**src/rtl/mole_spawner.sv**
```systemverilog
// Whack-a-mole scheduler: turns the random stream into mole timing/position and scores clicks.
// Optional MOLE_NO_REPEAT_EN keeps a mole from reappearing in the same hole twice in a row.
module mole_spawner #(
   parameter int HOLES       = 9,
   parameter int CLKS_PER_MS = 65000,
   parameter int UP_MIN_MS   = 400,
   parameter int GAP_MIN_MS  = 300,
   parameter int HIT_SHOW_MS = 200,
   parameter int MAX_MISSES  = 5
) (
   input  logic       clk,
   input  logic       rst,
   input  logic [9:0] random_number,
   input  logic       game_start,
   input  logic       click,
   input  logic [3:0] click_pos,
   output logic       mole_active,
   output logic       mole_hit,
   output logic [3:0] mole_pos,
   output logic [9:0] score,
   output logic [2:0] misses,
   output logic       hit_pulse,
   output logic       miss_pulse,
   output logic       game_over
);

   localparam int PW = (CLKS_PER_MS > 1) ? $clog2(CLKS_PER_MS) : 1;

   if ((UP_MIN_MS + 500 > 2047) || (GAP_MIN_MS + 250 > 2047) || (HOLES < 2) || (HOLES > 16))
   begin : g_bad_params
      $error("mole_spawner: parameters out of range");
   end

   typedef enum logic [2:0] {S_IDLE, S_WAIT, S_UP, S_HIT, S_OVER} state_t;

   state_t         state;
   logic [PW-1:0]  presc;
   logic [10:0]    timer;
   logic [9:0]     r;
   logic [3:0]     hole;
   logic [3:0]     pos_next;
   logic [10:0]    gap_load;
   logic [10:0]    up_load;
   logic           run;
   logic           ms_tick;
   logic           expire;
   logic           click_match;

   always_comb begin
      r = random_number;
      if (random_number == 10'd0)
         r = 10'd1;
      else if (random_number > 10'd500)
         r = 10'd500;
   end

   assign hole     = 4'(r % 10'(HOLES));
   assign gap_load = 11'(GAP_MIN_MS) + {2'b00, r[9:1]};
   assign up_load  = 11'(UP_MIN_MS) + {1'b0, r};

`ifdef MOLE_NO_REPEAT_EN
   assign pos_next = (hole != mole_pos) ? hole :
                     (hole == 4'(HOLES - 1)) ? 4'd0 : hole + 4'd1;
`else
   assign pos_next = hole;
`endif

   assign run         = (state == S_WAIT) || (state == S_UP) || (state == S_HIT);
   assign ms_tick     = run && (presc == PW'(CLKS_PER_MS - 1));
   // The timer holds the ms still to run including the current one, so a load of N lasts N ticks.
   assign expire      = ms_tick && (timer <= 11'd1);
   assign click_match = click && (click_pos == mole_pos);

   always_ff @(posedge clk or posedge rst) begin
      if (rst) begin
         state       <= S_IDLE;
         presc       <= '0;
         timer       <= '0;
         mole_active <= 1'b0;
         mole_hit    <= 1'b0;
         mole_pos    <= '0;
         score       <= '0;
         misses      <= '0;
         hit_pulse   <= 1'b0;
         miss_pulse  <= 1'b0;
         game_over   <= 1'b0;
      end else begin
         hit_pulse  <= 1'b0;
         miss_pulse <= 1'b0;
         if (run)
            presc <= ms_tick ? '0 : presc + 1'b1;
         if (ms_tick && (timer != 11'd0))
            timer <= timer - 11'd1;

         case (state)
            S_IDLE, S_OVER: begin
               if (game_start) begin
                  score     <= '0;
                  misses    <= '0;
                  game_over <= 1'b0;
                  timer     <= gap_load;
                  presc     <= '0;
                  state     <= S_WAIT;
`ifdef MOLE_NO_REPEAT_EN
                  mole_pos  <= '0;
`endif
               end
            end
            S_WAIT: begin
               if (expire) begin
                  mole_pos    <= pos_next;
                  timer       <= up_load;
                  presc       <= '0;
                  mole_active <= 1'b1;
                  state       <= S_UP;
               end
            end
            S_UP: begin
               // A matching click wins over a timeout landing in the same cycle.
               if (click_match) begin
                  if (score != 10'd999)
                     score <= score + 10'd1;
                  hit_pulse   <= 1'b1;
                  timer       <= 11'(HIT_SHOW_MS);
                  presc       <= '0;
                  mole_active <= 1'b0;
                  mole_hit    <= 1'b1;
                  state       <= S_HIT;
               end else if (expire) begin
                  misses      <= misses + 3'd1;
                  miss_pulse  <= 1'b1;
                  presc       <= '0;
                  mole_active <= 1'b0;
                  if (misses + 3'd1 == 3'(MAX_MISSES)) begin
                     timer     <= '0;
                     game_over <= 1'b1;
                     state     <= S_OVER;
                  end else begin
                     timer <= gap_load;
                     state <= S_WAIT;
                  end
               end
            end
            S_HIT: begin
               if (expire) begin
                  mole_hit <= 1'b0;
                  timer    <= gap_load;
                  presc    <= '0;
                  state    <= S_WAIT;
               end
            end
            default: state <= S_IDLE;
         endcase
      end
   end

endmodule
```
**config.mk**
```make
export PLATFORM = sky130hd
export DESIGN_NAME = mole_spawner
export DESIGN_NICKNAME = d
export VERILOG_FILES = /design/src/rtl/mole_spawner.sv
export SDC_FILE = /design/constraint.sdc
export NUM_CORES = 1
export LEC_CHECK = 0
export BUFFER_PORTS_ARGS = -buffer_cell sky130_fd_sc_hd__buf_2
export CAP_MARGIN = 10
export CORE_ASPECT_RATIO = 1.2
export CORE_MARGIN = 2
export CORE_UTILIZATION = 55
export DETAILED_ROUTE_END_ITERATION = 16
export PLACE_DENSITY_LB_ADDON = 0.2
export SLEW_MARGIN = 20
export SYNTH_ARGS = -nofsm -noshare
export SYNTH_HDL_FRONTEND = slang
export SYNTH_SLANG_ARGS = --single-unit
```
**constraint.sdc**
```tcl
create_clock -name clk -period 4 [get_ports clk]
set_input_delay 0 -clock clk [delete_from_list [all_inputs] [get_ports clk]]
set_output_delay 0 -clock clk [all_outputs]
set_load 0.1 [all_outputs]
```
; Word-level counts from Yosys, hierarchy flattened
; Index checks and enable logic that the tools add are counted.
[totals]
ramBits = 0
latchBits = 0
in_bits = 18
memories = 0
elab_cells = 105
regBits = 52
rom_bits = 0
[classes]
shifts = 0
n_bitwise = 0
addsub = 6
n_reduce_logical = 21
magnitude_cmp = 2
n_div = 1
n_eq_ne = 17
mul = 0
mux = 47
[ops]
columns = op, count
row1 = two-way mux 16 bit, 5
row2 = two-way mux 11 bit, 6
row3 = two-way mux 10 bit, 6
row4 = one-hot mux 16 bit (3 select lines), 1
row5 = one-hot mux 11 bit (4 select lines), 1
row6 = two-way mux 3 bit, 9
row7 = one-hot mux 10 bit (2 select lines), 1
row8 = adder 16 x 1 -> 16 bit (second input constant), 1
row9 = == test 16 bit (second input constant), 1
row10 = two-way mux 1 bit, 13
row11 = inequality test 2 bit (second input constant), 6
row12 = one-hot mux 3 bit (4 select lines), 1
row13 = AND reduction 4 bit, 3
row14 = adder 9 x 10 -> 11 bit (first input constant), 1
row15 = less-or-equal comparator 11 x 1 -> 1 bit (second input constant), 1
row16 = nonzero test 11 bit, 1
row17 = subtractor 11 x 1 -> 11 bit (second input constant), 1
row18 = adder 10 x 1 -> 10 bit (second input constant), 1
row19 = adder 9 x 9 -> 10 bit (first input constant), 1
row20 = greater-than comparator 10 x 9 -> 1 bit (second input constant), 1
row21 = logical NOT 10 bit, 1
row22 = remainder unit 10 x 4 -> 10 bit (second input constant), 1
row23 = inequality test 10 bit (second input constant), 1
row24 = == test 3 x 2 -> 1 bit (second input constant), 2
row25 = 16 further kinds, 28

; Logic depth before layout (Yosys ltp)
; Gate-level depths: netlist (run 1).
[logic_depth]
depth_word = 9
depth_mapped = 23
ltp_nobuf = 22

; Worst setup path before layout (run 1)
; No wires, ideal clock.
[synth_timing]
path_type = input to register
from = input port random_number[4]
to = register mole_pos[2]
arrival_time_ps = 4237
required_ps = 3922
path_slack_ps = -315
path_buffers = 1
stages = 21
path_cell_list = buf_2 -> and3b_1 -> a311oi_2 -> nand4_2 -> a31o_4 -> mux2_4 -> o22ai_2 -> or2_2 -> inv_1 -> ha_1 -> inv_1 -> or4_1 -> o21bai_1 -> a31oi_1 -> a21oi_1 -> ha_1 -> inv_1 -> or3_1 -> nor4bb_1 -> or2b_1 -> a21oi_1
[synth_between]
elab_chain_cells = 4
[synth_lines]
columns = item, line
row1 = from (decl), 13  ; input logic [9:0] random_number,
row2 = greater-than comparator 10 x 9 -> 1 bit, 53  ; else if (random_number > 10'd500)
row3 = two-way mux 10 bit, 53
row4 = two-way mux 10 bit (*), 51  ; if (random_number == 10'd0)
row5 = remainder unit 10 x 4 -> 10 bit (*), 57  ; assign hole = 4'(r % 10'(HOLES));
row6 = to (signal assigned), 111  ; mole_pos <= pos_next;
row7 = to (decl), 19  ; output logic [3:0] mole_pos,
; Every way passes the cells marked *; elsewhere a longest branch is shown, timed or not.
; A chain may end at the register's enable or synchronous reset.

; Worst setup path in the final report (run 1)
[layout_timing]
from = input port random_number[7]
to = register mole_pos[2]
; The elaborated chain is that of the path after synthesis.

==> metrics.csv, run 1 <==
stage,metric,value,unit
run_status,outcome,completed,
clocking,clk-insertion-delay-late,0.32,ns
global_routing,antenna_found_initial,0,
routing,drc,0,
worst_setup_path,crit_chain,clkbuf_4 -> and2b_2 -> a311oi_4 -> buf_4 -> nand3_1 -> o21ai_0 -> or3_4 -> o22ai_4 -> or2_4 -> inv_4 -> ha_4 -> inv_2 -> or4_4 -> o21bai_4 -> a31oi_4 -> a21oi_4 -> ha_2 -> inv_2 -> or3_1 -> nor4bb_1 -> or2b_1 -> a21oi_2,
worst_setup_path,crit_path_max_incr_delay,0.49,ns
hold_path,hold_path.class,primary input to register,
floorplan,core_area,7189,sq um
worst_setup_path,crit_path_start_kind,primary input,
synth,synth_common_cells,"nor2_1 (65), nand2_1 (56), dfrtp_1 (52)",
routing,wl_met3,268,um
finish,num_antenna_cells,0,
floorplan,die_x,82.50,um
synth,syn_nets,533,
floorplan,initial_core_util,0.5656,
timing,whs,0.03310,ns
synth,syn-cell-area,4066,sq um
routing,viasPerCell,5.969,
synth,yosys.area.top_type_share,0.3200,
timing,skew,0.01128,ns
clocking,cts-root-buf,clkbuf_8,
timing,max-slew-margin-rel,0.4107,
routing,drtAntennaViolNets,0,
clocking,clock-sinks,52,
global_routing,grt_pass1_wl,17280,um
routing,drt_iter0_drc,246,
global_routing,grt_pass1_vias,3943,
routing,wirelength,10530,um
worst_setup_path,crit_slowest_cell,or4_4,
synth,ys_ff_latch,52,
place,port-buffer-count,39,
finish,nNetsFinal,620,
clocking,cts_tree,built,
timing,hold_viol,0,
worst_setup_path,path_class,primary input to register,
routing,dr_total_vias,4059,
timing,fmax,260.0,MHz
worst_setup_path,cp.arrival,4.10,ns
synth,synth_warnings,0,
worst_setup_path,crit_path_end_kind,register,
clocking,path_clk_slew,0.09,ns
floorplan,die_h,98.19,um
timing,drv_slew,0,
routing,topRoutingLayerUsed,met4,
synth,syn_avg_cell_area,8.100,sq um
timing,fin_crit,3.846,ns
floorplan,rows,34,
routing,drt_first_pass_iters,4,
worst_setup_path,cpMostUsedCell,inv_2,
synth,yosys-top-cells-area,"dfrtp_1 (32%), nor2_1 (6.0%), xor2_1 (5.4%)",
finish,fin_util,0.6928,
finish,drive_above_1_share,0.2407,
synth,synth_edf_count,0,
timing,min_period_over_period,0.9615,
synth,yosysMostFrequentCell,nor2_1,
worst_setup_path,path_max_fanout,10,
worst_setup_path,worstPathRequired,4.25,ns
synth,async_reset_ff_frac,1.000,
place,dp_cells,671,
floorplan,ios,40,
synth,yosysSeqAreaShare,0.3200,
worst_setup_path,critPathTopFamily,simple AND/OR/NAND/NOR gates,
timing,worst_pin_slew,0.8829,ns
clocking,numCtsBuffers,5,
worst_setup_path,critical_path_depth,22,
timing,setup_viol,0,
clocking,clockBufferDepth,2,
floorplan,dieArea,8100,sq um
synth,synth-main-ff-cell,dfrtp_1,
routing,route.layer.met1.wl,4390,um
timing,fin_tns_setup,0,ns
global_routing,grt_max_degree,53,
power,total_power,1.803,mW
worst_setup_path,path_buf_inv,5,
routing,wire_per_inst,15.49,um
synth,ys_types,79,
power,power.leakage,2.223,nW
power,peakVddDrop,0.0003183,V
global_routing,overflow,0,
place,gp_congestion,0.9078,
power,powerDensity,361.9,nW/um^2
hold_path,holdPathStages,3,
synth,postSynthCellCount,502,
finish,fin_cells,680,
place,dpl.hpwl,7857,um
global_routing,grtUsageTotal,0.2628,
clocking,htreeDepth,2,
synth,yosys.area.top_type,dfrtp_1,
flow_run,drv_cap,0,
routing,wl_met2,5691,um
worst_setup_path,worst-r2r-cell-count,10,
finish,syn2layout_area_growth,22.49,%
logic make-up after synthesis:
logic type,synth area share
simple gates,0.2905
compound gates,0.2111
flops,0.3200
xor+xnor,0.08615
buf+inv,0.03846
fa+ha+maj,0.04000
mux,0.01385
worst paths after layout:
path / slack [ns] / start / endpoint
worst max register to register: 0.93 / state[0]$_DFFE_PP0P_ / mole_pos[0]$_DFFE_PP0P_
worst min-delay path: 0.03 / game_start / state[0]$_DFFE_PP0P_
worst max-delay path: 0.15 / random_number[7] / mole_pos[2]$_DFFE_PP0P_
min in group asynchronous: 0.39 / rst / score[7]$_DFFE_PP0P_
worst min register to register: 0.51 / game_over$_DFFE_PP0P_ / game_over$_DFFE_PP0P_
max in group asynchronous: 3.09 / rst / mole_pos[3]$_DFFE_PP0P_
state kept, by name, summed over array words and instances, names as in the netlist, 3 cells and up:
signal / flops
state: 3
misses: 3
timer: 11
score: 10
mole_pos: 4
presc: 16
power by group:
group / total (mW) / internal, mW / switching [mW]
logic: 0.737 / 0.293 / 0.444
registers: 0.693 / 0.605 / 0.0878
clock network: 0.373 / 0.189 / 0.185
per-stage QoR:
stage	setup slack (ns)	area (sq um)
finish	0.1541	4981
global route	-0.1195	4981
CTS	0.009328	4892
detailed placement	-0.3092	4767
global placement	-0.1597	4767
floorplan	0.003682	4126
layout by cell type (no fill, tap or decap), types with 15 or more instances in the layout:
cell      n
a21oi_1  22
buf_4    54
nand2_1  56
o21ai_0  32
nor2_1   65
dfrtp_1  52
inv_1    18
nor3_1   17
buf_2    37
xor2_1   25
xnor2_1  15
worst reg2reg max path, cell delays in order, from the launching register on:
cell	delay, ns
dfrtp_1	0.52
nor2_1	0.13
nor2_1	0.10
buf_4	0.15
and4_1	0.23
nand4_1	0.09
or4_1	0.51
or4_1	0.68
a211o_1	0.38
o32a_1	0.18
nand2_1	0.06
metal layers:
layer / up-vias / global-route usage
met4: 0 / 0.07188
met5: - / 0
met2: 88 / 0.4833
li1: 2006 / -
met1: 1949 / 0.3142
met3: 16 / 0.02957
layout make-up:
class	instances	area (sq um)
Fill cell	567	2208
Clock buffer	5	68.82
Timing Repair Buffer	94	619.3
Clock inverter	3	46.29
Multi-Input combinational cell	413	2743
Inverter	23	90.09
Tap cell	90	112.6
Sequential cell	52	1301
what timing repair did:
action	4_1_cts	5_1_grt
setup buffers	0	0
endpoints found under the setup margin	0	4
hold endpoints to repair	52	0
resized for setup	0	18
hold buffers	1	0
(Power assumes the default switching activity.)
==> run 2: changes to the inputs <==
- ABC_AREA: unset -> 1
- REMOVE_ABC_BUFFERS: unset -> 1
==> run 2 against run 1 <==
Effect of this change: combinational power shrank 28%; synthesized area grew 5.5%; sequential share of layout area up 1.4 points; clock skew fell by 0.0043 ns; power is 24% lower; setup slack better by 0.36 ns; highest routed layer unchanged; utilization decreased by 7.2 points; sequential cell count stayed put; sequential power shrank 24%; critical endpoint is now mole_pos[0]$_DFFE_PP0P_.
==> metrics.csv, run 2 <==
stage,metric,value,unit
floorplan,core_area,7620,sq um
routing,drt_first_pass_iters,4,
routing,wirelength,9868,um
timing,setup_viol,0,
floorplan,initial_core_util,0.5631,
worst_setup_path,path_class,primary input to register,
timing,rsz0062_at_grt,no,
synth,synth-main-ff-cell,dfrtp_1,
synth,yosys.area.top_type,dfrtp_1,
timing,max-slew-margin-rel,0.3622,
routing,wire_per_inst,12.77,um
clocking,cts-root-buf,clkbuf_8,
worst_setup_path,path_max_fanout,7,
global_routing,grt_pass1_wl,17190,um
worst_setup_path,cpMostUsedCell,nand2_1,
synth,yosys.area.top_type_share,0.3033,
routing,drtAntennaViolNets,0,
hold_path,hold_path.class,primary input to register,
global_routing,overflow,0,
clocking,clk-insertion-delay-late,0.30,ns
flow_run,drv_cap,0,
worst_setup_path,cp.arrival,3.74,ns
synth,postSynthCellCount,632,
synth,yosys-top-cells-area,"dfrtp_1 (30%), nand2_1 (13%), inv_1 (7.4%)",
worst_setup_path,crit_path_end_kind,register,
hold_path,holdPathStages,4,
power,powerDensity,290.9,nW/um^2
routing,drc,0,
finish,largest_register_ffs,16,
synth,synth_warnings,0,
clocking,path_clk_slew,0.10,ns
floorplan,ios,40,
clocking,clock-sinks,52,
finish,final_cell_mix,"nand2_1 (145), inv_1 (84), nor2_1 (76)",
synth,yosysMostFrequentCell,nand2_1,
synth,async_reset_ff_frac,1.000,
floorplan,dieArea,8526,sq um
finish,fin_cells,773,
timing,worst_pin_slew,0.9531,ns
finish,regMostFlops,presc,
place,port-buffer-count,39,
finish,nNetsFinal,711,
floorplan,rows,35,
synth,synth_common_cells,"nand2_1 (145), inv_1 (85), nor2_1 (77)",
global_routing,antenna_found_initial,0,
timing,fin_crit,3.490,ns
timing,drv_slew,0,
finish,top_regs,"presc: 16 flops, timer: 11 flops, score: 10 flops",
routing,dr_total_vias,4169,
worst_setup_path,crit_slowest_cell,ha_1,
place,gp_congestion,0.9148,
finish,num_antenna_cells,0,
worst_setup_path,worst-r2r-cell-count,13,
power,power.leakage,2.321,nW
finish,layout_commonest_cell,nand2_1,
global_routing,grt_max_degree,53,
place,dp_cells,764,
place,dpl.hpwl,7933,um
clocking,cts_tree,built,
worst_setup_path,crit_path_max_incr_delay,0.22,ns
timing,fmax,286.5,MHz
synth,synth_edf_count,0,
global_routing,grt_pass1_vias,4039,
power,peakVddDrop,0.0002395,V
finish,drive_above_1_share,0.1630,
routing,viasPerCell,5.393,
routing,drt_iter0_drc,211,
floorplan,die_x,84.63,um
synth,syn-cell-area,4290,sq um
timing,min_period_over_period,0.8726,
timing,skew,0.006961,ns
worst_setup_path,crit_path_start_kind,primary input,
synth,yosysSeqAreaShare,0.3033,
power,total_power,1.375,mW
finish,nFillCells,716,
synth,syn_avg_cell_area,6.789,sq um
timing,hold_viol,0,
clocking,cts_setup_buffers,0,
timing,fin_tns_setup,0,ns
clocking,htreeDepth,2,
floorplan,die_h,100.8,um
clocking,numCtsBuffers,5,
synth,ys_types,44,
global_routing,grtUsageTotal,0.2404,
synth,ys_ff_latch,52,
run_status,outcome,completed,
worst_setup_path,worstPathRequired,4.25,ns
finish,syn2layout_area_growth,10.18,%
clocking,clockBufferDepth,2,
[run 2: cell count changes after synthesis, moves of 12 or more]
cell	before	now
nand2_2	0	13
nand2_1	56	145
nand3_1	11	44
inv_2	0	18
inv_1	22	85
nor2_1	65	77
[run 2: timing repair]
action | CTS | global route
setup endpoints to repair | 0 | 1
resized for setup | 0 | 1
endpoints found under the hold margin | 0 | 52
hold buffers | 0 | 1
[run 2: path summary, 6_finish.rpt]
path | slack (ns) | endpoint | start
min in group asynchronous | 0.39 | presc[0]$_DFF_PP0_ | rst
worst min register to register | 0.48 | mole_hit$_DFFE_PP0P_ | mole_hit$_DFFE_PP0P_
worst max-delay path | 0.51 | mole_pos[0]$_DFFE_PP0P_ | random_number[9]
worst min-delay path | 0.07 | state[2]$_DFFE_PP0P_ | game_start
worst max register to register | 0.84 | presc[14]$_DFF_PP0_ | state[0]$_DFFE_PP0P_
max in group asynchronous | 3.09 | timer[2]$_DFF_PP0_ | rst
[run 2: cell type report]
type / instances / area, sq um / share of cell area
clock buffers: 7 / 86.33 / 0.01826
clock inverters: 1 / 7.507 / 0.001588
inverters: 107 / 405.4 / 0.08576
multi-input cells: 470 / 2576 / 0.5450
flip-flops and latches: 52 / 1301 / 0.2753
well taps: 92 / 115.1 / 0.02435
repair buffers: 44 / 235.2 / 0.04976
[run 2: metal layers]
metal  vias up  track usage  share of wire
li1       2166            -              -
met5         -            0              0
met4         0      0.07814          0.016
met3         9      0.02048          0.022
met1      1923       0.2787           0.42
met2        71       0.4627           0.54
[run 2: critical path, delay by kind of cell]
family | cells | cell delay (ns)
AO/OA/AOI/OAI | 1 | 0.21
adder cells (fa/ha/maj) | 2 | 0.38
AND/OR/NAND/NOR | 28 | 2.78
buffers and inverters | 4 | 0.36
[run 2: stage by stage]
stage | setup WS (ns) | area, sq um | utilization | hold slack [ns]
floorplan | 0.6913 | 4279 | - | 0.2349
global placement | 0.3002 | 4619 | 0.6062 | 0.3179
detailed placement | 0.1655 | 4619 | 0.6062 | 0.3307
CTS | 0.4730 | 4713 | 0.6186 | 0.00003419
global route | 0.04084 | 4727 | 0.6204 | 0.1103
finish | 0.5096 | 4727 | 0.6204 | 0.06827
[run 2: kinds of logic (layout without fill, tap and decap cells)]
group,Yosys count,after routing,share of synthesized area
AOI/OAI and AO/OA,83,83,0.1202
xor gates and xnor gates,24,24,0.04899
adders and majority gates,13,13,0.03791
buffers and inverters,110,159,0.09682
DFF,52,52,0.3033
and+or+nand+nor,350,350,0.3928
[run 2: where the power goes]
group | switching (mW) | total (mW) | internal [mW]
Combinational | 0.359 | 0.532 | 0.173
Clock | 0.175 | 0.317 | 0.141
Sequential | 0.000565 | 0.526 | 0.526
==> run 3: changes to the inputs <==
--- a/config.mk
+++ b/config.mk
@@ -12,4 +12,5 @@
 export CORE_MARGIN = 2
-export CORE_UTILIZATION = 55
+export CORE_UTILIZATION = 40
 export DETAILED_ROUTE_END_ITERATION = 16
+export GPL_TIMING_DRIVEN = 1
 export PLACE_DENSITY_LB_ADDON = 0.2
==> constraint.sdc (replaced) <==
create_clock -name clk -period 4 [get_ports clk]
set_input_delay 0.2 -clock clk [delete_from_list [all_inputs] [get_ports clk]]
set_output_delay 0.2 -clock clk [all_outputs]
set_load 0.1 [all_outputs]
==> run 3 against run 2 <==
Effect of this change: clock power increased by 39%; final area increased by 3.5%; critical path depth unchanged; sequential share of layout area decreased by 0.94 points; first-iteration DRC count increased by 8.5%; sequential power about the same; maximum frequency decreased by 3.3%; worst hold slack improved by 0.21 ns; count of clock-buffer cells in the layout unchanged; sequential cell count unchanged; routed wire length increased by 3.8%.
==> metrics.csv, run 3 (synthesis gave the netlist of run 2 again) <==
stage,metric,value,unit
run_status,outcome,completed,
finish,nFillCells,1070,
worst_setup_path,crit_path_start_kind,primary input,
timing,setup_viol,0,
floorplan,initial_core_util,0.4100,
timing,max-slew-margin-rel,0.3820,
timing,fin_tns_setup,0,ns
global_routing,grtUsageTotal,0.1818,
place,port-buffer-count,39,
global_routing,grt_pass1_wl,17930,um
hold_path,hold_path.class,primary input to register,
timing,fmax,277.1,MHz
finish,multi_input_area,2610,sq um
global_routing,grt_pass1_vias,4037,
finish,syn2layout_area_growth,14.09,%
place,gp_congestion,0.8958,
finish,nNetsFinal,715,
routing,drtAntennaViolNets,0,
finish,regArea,1301,sq um
clocking,clk-insertion-delay-late,0.29,ns
global_routing,globalRoute.busiestLayer,met2,
place,post_dp_cell_area,4688,sq um
floorplan,die_x,98.54,um
hold_path,holdPathStages,4,
timing,min_period_over_period,0.9023,
power,powerDensity,309.9,nW/um^2
routing,drt_iter0_drc,229,
power,seqPwrFrac,0.347,
finish,drive_above_1_share,0.1766,
clocking,cts_tree,built,
finish,num_antenna_cells,0,
flow_run,drv_cap,0,
power,p_clk_frac,0.290,
worst_setup_path,path_max_fanout,7,
floorplan,ios,40,
clocking,path_clk_slew,0.07,ns
global_routing,antenna_found_initial,0,
clocking,htreeDepth,2,
global_routing,grt_max_degree,28,
routing,drc,0,
worst_setup_path,worstPathRequired,4.23,ns
clocking,clockBufferDepth,2,
routing,viasPerCell,5.118,
clocking,numCtsBuffers,5,
worst_setup_path,path_class,primary input to register,
clocking,clock-sinks,52,
routing,dr_total_vias,4166,
timing,worst_pin_slew,0.9236,ns
power,power.leakage,2.374,nW
finish,top_regs,"presc: 16 flops, timer: 11 flops, score: 10 flops",
routing,wire_per_inst,12.58,um
finish,regMostFlops,presc,
worst_setup_path,worst-r2r-cell-count,13,
clocking,cts-root-buf,clkbuf_16,
finish,largest_register_ffs,16,
power,switchingPower,0.5597,mW
floorplan,rows,41,
global_routing,grtUsageMet3,0.01663,
worst_setup_path,crit_path_end_kind,register,
timing,drv_slew,0,
finish,fin_util,0.4677,
routing,wirelength,10240,um
timing,rsz0062_at_grt,no,
timing,skew,0.002117,ns
finish,fin_area,4895,sq um
global_routing,overflow,0,
power,p_sw_frac,0.3691,
floorplan,dieArea,11570,sq um
worst_setup_path,crit_path_max_incr_delay,0.22,ns
worst_setup_path,cpMostUsedCell,nand2_1,
place,dpl.hpwl,8144,um
finish,final_cell_mix,"nand2_1 (143), inv_1 (84), nor2_1 (74)",
timing,fin_crit,3.609,ns
power,combPwrFrac,0.362,
finish,layout_commonest_cell,nand2_1,
power,peakVddDrop,0.0002255,V
global_routing,met2_usage,0.3231,
routing,drt_first_pass_iters,5,
floorplan,die_h,117.5,um
timing,hold_viol,0,
global_routing,grtUsageMet1,0.2306,
worst_setup_path,cp.arrival,3.84,ns
floorplan,core_area,10470,sq um
worst_setup_path,crit_slowest_cell,ha_1,
power,internal_power,0.9569,mW
## run 3: changes by cell type in the layout (fill, tap and decap cells not counted), moves of 2 or more
cell       change
nor2_1         -2
nand2_1        -2
clkbuf_16      +5
nor2_2         +2
buf_4          +4
clkbuf_8       -5
## run 3: area by class of cell
cell class | instances | area share
multi-input cells | 470 | 0.5332
inverters | 107 | 0.08308
clock buffers | 7 | 0.02914
well taps | 129 | 0.03298
clock inverters | 1 | 0.001534
flip-flops and latches | 52 | 0.2658
repair buffers | 48 | 0.05419
## run 3: per-layer routing
metal | share of wire | routed length (um)
met5 | 0 | 0
met3 | 0.019 | 199
met1 | 0.45 | 4655
met2 | 0.51 | 5190
met4 | 0.019 | 196
## run 3: per-stage QoR
step / hold slack, ns / power [mW] / setup slack [ns] / std cells
global placement: 0.2760 / 1.065 / 0.1712 / 804
finish: 0.2736 / 1.517 / 0.3906 / 814
detailed placement: 0.2824 / 1.078 / 0.01758 / 804
floorplan: 0.4349 / 0.9767 / 0.4913 / 629
global route: 0.3186 / 1.618 / 0.001461 / 814
CTS: 0.2699 / 1.521 / 0.3079 / 813
## run 3: repair_timing
item                                    in CTS  in global routing
buffers inserted                             0                  1
hold buffers                                 1                  0
hold endpoints to repair                    25                  0
resized for setup                            0                 11
endpoints found under the setup margin       0                  4
## run 3: worst paths after layout
kind | from | endpoint | slack [ns]
setup / recovery | random_number[3] | mole_pos[0]$_DFFE_PP0P_ | 0.39
hold / removal | game_start | state[2]$_DFFE_PP0P_ | 0.27
setup reg to reg | state[0]$_DFFE_PP0P_ | presc[14]$_DFF_PP0_ | 0.73
hold reg to reg | score[9]$_DFFE_PP0P_ | score[9]$_DFFE_PP0P_ | 0.49
max in group asynchronous | rst | timer[0]$_DFF_PP0_ | 2.77
min in group asynchronous | rst | game_over$_DFFE_PP0P_ | 0.49
## run 3: power by group through the flow
stage / registers (mW) / clock network, mW / logic, mW
floorplan: 0.542 / 0 / 0.435
global placement: 0.537 / 0 / 0.528
detailed placement: 0.537 / 0 / 0.541
CTS: 0.527 / 0.451 / 0.544
global route: 0.527 / 0.467 / 0.624
finish: 0.527 / 0.440 / 0.549
## run 3: critical path, delay by kind of cell
family,cells,cell delay (ns)
AND/OR/NAND/NOR,28,2.71
AO/OA/AOI/OAI,1,0.20
adder cells (fa/ha/maj),2,0.38
buffers and inverters,4,0.34
